==> config.mk <==
export PLATFORM = sky130hd
export DESIGN_NAME = bit_sync_filter
export DESIGN_NICKNAME = d
export VERILOG_FILES = /design/src/rtl/bit_sync_filter.sv
export SDC_FILE = /design/constraint.sdc
export NUM_CORES = 1
export LEC_CHECK = 0
export CAP_MARGIN = 20
export CELL_PAD_IN_SITES_DETAIL_PLACEMENT = 2
export CELL_PAD_IN_SITES_GLOBAL_PLACEMENT = 2
export CORE_MARGIN = 10
export CORE_UTILIZATION = 40
export DETAILED_ROUTE_END_ITERATION = 8
export DONT_BUFFER_PORTS = 1
export GPL_TIMING_DRIVEN = 0
export PLACE_DENSITY = 0.81
export RECOVER_POWER = 50
export SLEW_MARGIN = 5
export SYNTH_ARGS = -nofsm -noshare
export SYNTH_HDL_FRONTEND = slang
export SYNTH_SLANG_ARGS = --single-unit
export TNS_END_PERCENT = 5
==> constraint.sdc <==
create_clock -name CLK -period 1.17 [get_ports CLK]
set_input_delay 0.1755 -clock CLK [delete_from_list [all_inputs] [get_ports CLK]]
set_output_delay 0.1755 -clock CLK [all_outputs]
set_load 0.05 [all_outputs]
==> src/rtl/bit_sync_filter.sv <==
// Multi-channel level synchronizer with a per-channel stability filter.
// Emits registered single-cycle RISE/FALL strobes on accepted level changes.
module bit_sync_filter #(
  parameter int NUM_STAGES    = 2,
  parameter int BUS_WIDTH     = 4,
  parameter int FILTER_CYCLES = 3,
  parameter logic [BUS_WIDTH-1:0] RST_VAL = '0
) (
  input  logic                 CLK,
  input  logic                 RST,
  input  logic [BUS_WIDTH-1:0] ASYNC,
  output logic [BUS_WIDTH-1:0] SYNC,
  output logic [BUS_WIDTH-1:0] RISE,
  output logic [BUS_WIDTH-1:0] FALL
);

  localparam int CW = $clog2(FILTER_CYCLES + 1);
  localparam logic [CW-1:0] CNT_LAST = CW'(FILTER_CYCLES - 1);

  logic [BUS_WIDTH-1:0] chain [NUM_STAGES];
  logic [BUS_WIDTH-1:0] s_raw;
  logic [BUS_WIDTH-1:0] diff;
  logic [BUS_WIDTH-1:0] accept;
  logic [CW-1:0]        cnt [BUS_WIDTH];

  // Plain flop chain; nothing may sit between stages.
  always_ff @(posedge CLK or posedge RST) begin
    if (RST) begin
      for (int k = 0; k < NUM_STAGES; k++)
        chain[k] <= RST_VAL;
    end else begin
      chain[0] <= ASYNC;
      for (int k = 1; k < NUM_STAGES; k++)
        chain[k] <= chain[k-1];
    end
  end

  assign s_raw = chain[NUM_STAGES-1];
  assign diff  = s_raw ^ SYNC;

  always_comb begin
    accept = '0;
    for (int i = 0; i < BUS_WIDTH; i++)
      accept[i] = diff[i] && (cnt[i] == CNT_LAST);
  end

  // Any cycle of agreement clears the run of mismatches.
  always_ff @(posedge CLK or posedge RST) begin
    if (RST) begin
      for (int i = 0; i < BUS_WIDTH; i++)
        cnt[i] <= '0;
    end else begin
      for (int i = 0; i < BUS_WIDTH; i++) begin
        if (!diff[i] || accept[i])
          cnt[i] <= '0;
        else
          cnt[i] <= cnt[i] + 1'b1;
      end
    end
  end

  always_ff @(posedge CLK or posedge RST) begin
    if (RST) begin
      SYNC <= RST_VAL;
      RISE <= '0;
      FALL <= '0;
    end else begin
      SYNC <= (SYNC & ~accept) | (s_raw & accept);
      RISE <= accept & s_raw;
      FALL <= accept & ~s_raw;
    end
  end

endmodule

==> flow_summary.yaml <==
finish:
  fill_cells: 213
  antenna_cells: 0
  mostFrequentLayoutCells: "dfrtp_1, dfrtp_2, inv_1, nor3_1, dlygate4sd3_1"
  mostFrequentLayoutCell: "dfrtp_1"
  finalInstanceArea_mm2: 0.00109
  synthToLayoutAreaGrowth_pct: 15.2
  nNetsFinal: 89
  drive_gt1_share_pct: 25.6
sta:
  timing.fmax_ghz: 0.900
  hold_slack_ps: 231
  setup_tns_ps: 0
  hold_viol_final: 0
  period_minus_slack_ps: 1110
  fin_skew_ps: 4.87
  relSlewSlack_pct: 67.8
  report.final.slew_viol_count: 0
  setup_viol: 0
  rsz0062_at_grt: "no"
  fin_crit_sh_pct: 95.0
  tightest_slew_ps: 483
clocking:
  cts_buffers: 3
  clock_latency_ps: 320
  clk_path_buf_depth: 2
  cts_root_buffer: "clkbuf_4"
  clock_sinks: 28
  clkTransAtPathRegs_ps: 140
  cts_htree_levels: 1
  cts_tree: "done"
worst_setup_path:
  arrival_ps: 1340
  crit_family: "flip-flops"
  crit_buf_inv: 1
  cp_max_fo: 5
  path_class: "reg -> reg"
  cp_slowest_stage_delay_ps: 410
  critPathSlowestCell: "dfrtp_1"
  worst_setup_path_end_kind: "flop"
  path_cells: "inv_1, ha_2, mux2_2"
  startpoint_type: "flop"
  cp_data_required_time_ps: 1400
route:
  vias: 525
  drt_wl_total_um: 1740
  wl_per_cell_um: 16.4
  viasPerCell: 4.95
  drtIter0Drc: 10
  ant_nets: 0
  drc: 0
  drtPass1Iterations: 2
run:
  drv_cap: 0
yosys:
  postSynthNetCount: 78
  ys_types: 11
  ys_ff_latch: 28
  yosysWarnings: 0
  syn_area_um2: 945
  avgSynthCellArea_um2: 13.9
  synth_seq_area_share_pct: 74.2
  synth_cells: 68
placed_design:
  gp_congestion: 0.667
  io_buffers: 0
  hpwlAfterDp_um: 1230
  placedInstanceArea_um2: 980
outcome:
  status: "finished clean"
power:
  cellLeakagePower_nw: 0.494
  power_w: 0.00262
  power.density_mw_per_mm2: 2410
  peakVddDrop_mv: 1.13
floorplan:
  rows: 17
  fp.dieH_um: 68.6
  start_util_pct: 42.3
  num_io_pins: 18
  core_area_mm2: 0.00223
  die_w_um: 68.6
  die_area_mm2: 0.00471
global_routing:
  grt_util_all_layers_pct: 7.74
  grt_max_degree: 29
  grt_pass1_wl_um: 2680
  antenna_found_initial: 0
  grt_pass1_vias: 594
  grt_overflow_total: 0
worst_hold_path:
  hold_path_class: "in -> async"
## worst paths after layout
kind	startpoint	endpoint	slack, ps	depth (start not counted)
setup / recovery	cnt[6]	flop	60	3
max in group asynchronous	RST	asynchronous set/reset pin	140	3
min in group CLK	chain[7]	s_raw[3]	370	0
setup reg to reg	cnt[6]	flop	60	3
hold reg to reg	chain[7]	s_raw[3]	370	0
hold / removal	RST	chain[5]	230	2
## final cells by class
type | instances | area (µm²) | area share, %
inverter | 8 | 30.0 | 2.76
multi-input combinational | 32 | 216 | 19.9
clock buffer | 4 | 36.3 | 3.33
timing repair buffer | 6 | 55.1 | 5.06
sequential | 28 | 716 | 65.7
tap | 28 | 35.0 | 3.22
## through the flow
stage	utilization, %	worst slack [ps]	instances
5_1_grt	48.7	18.2	106
3_3_place_gp	43.9	66.0	96
2_1_floorplan	-	108	68
4_1_cts	47.5	3.93	104
3_5_place_dp	43.9	2.66	96
6_report	48.7	58.6	106
## report_power, final
group,total [W],switching [W],internal [W]
Clock,0.000460,0.000269,0.000190
Combinational,0.000484,0.000258,0.000226
Sequential,0.00168,0.000487,0.00119
## kinds of logic (layout without fill, tap and decap cells)
group,after synthesis,in the layout,share of synthesized area (%)
DFF,28,28,74.2
and+or+nand+nor,20,20,10.9
AOI/OAI and AO/OA,3,3,1.59
muxes,1,1,1.19
adders and majority gates,4,4,5.30
buffers and inverters,8,18,3.18
xor gates and xnor gates,4,4,3.71
## per-layer routing
| metal | track usage [%] | vias to the layer above | share of wire, % |
|---|---|---|---|
| met2 | 13.7 | 13 | 53 |
| met4 | 3.77 | 0 | 1.3 |
| met5 | 0 | - | 0 |
| met1 | 7.62 | 270 | 39 |
| li1 | - | 238 | - |
| met3 | 3.22 | 4 | 6.5 |
## timing repair
action / in CTS / in global routing
endpoints found under the setup margin: 11 / 9
hold endpoints to repair: 4 / 8
buffers inserted: 0 / 0
hold buffers: 4 / 1
gates cloned: 0 / 0
gates resized for setup: 4 / 9
pin swaps: 0 / 0
## Yosys cell counts, drive strengths merged
cell / count / area (µm²)
nor3: 8 / 40.0
dfrtp: 28 / 701
mux2: 1 / 11.3
nor3b: 3 / 22.5
nand2: 4 / 15.0
and3b: 1 / 10.0
inv: 8 / 30.0
nor2: 4 / 15.0
ha: 4 / 50.1
xnor2: 4 / 35.0
o21ai: 3 / 15.0
## worst register-to-register path, delay by kind of cell, from the launching register on
family / cells / cell delay [ps]
DFF: 1 / 410
muxes: 1 / 340
adders and majority gates: 1 / 220
buffers and inverters: 1 / 60
(Power assumes the default switching activity.)
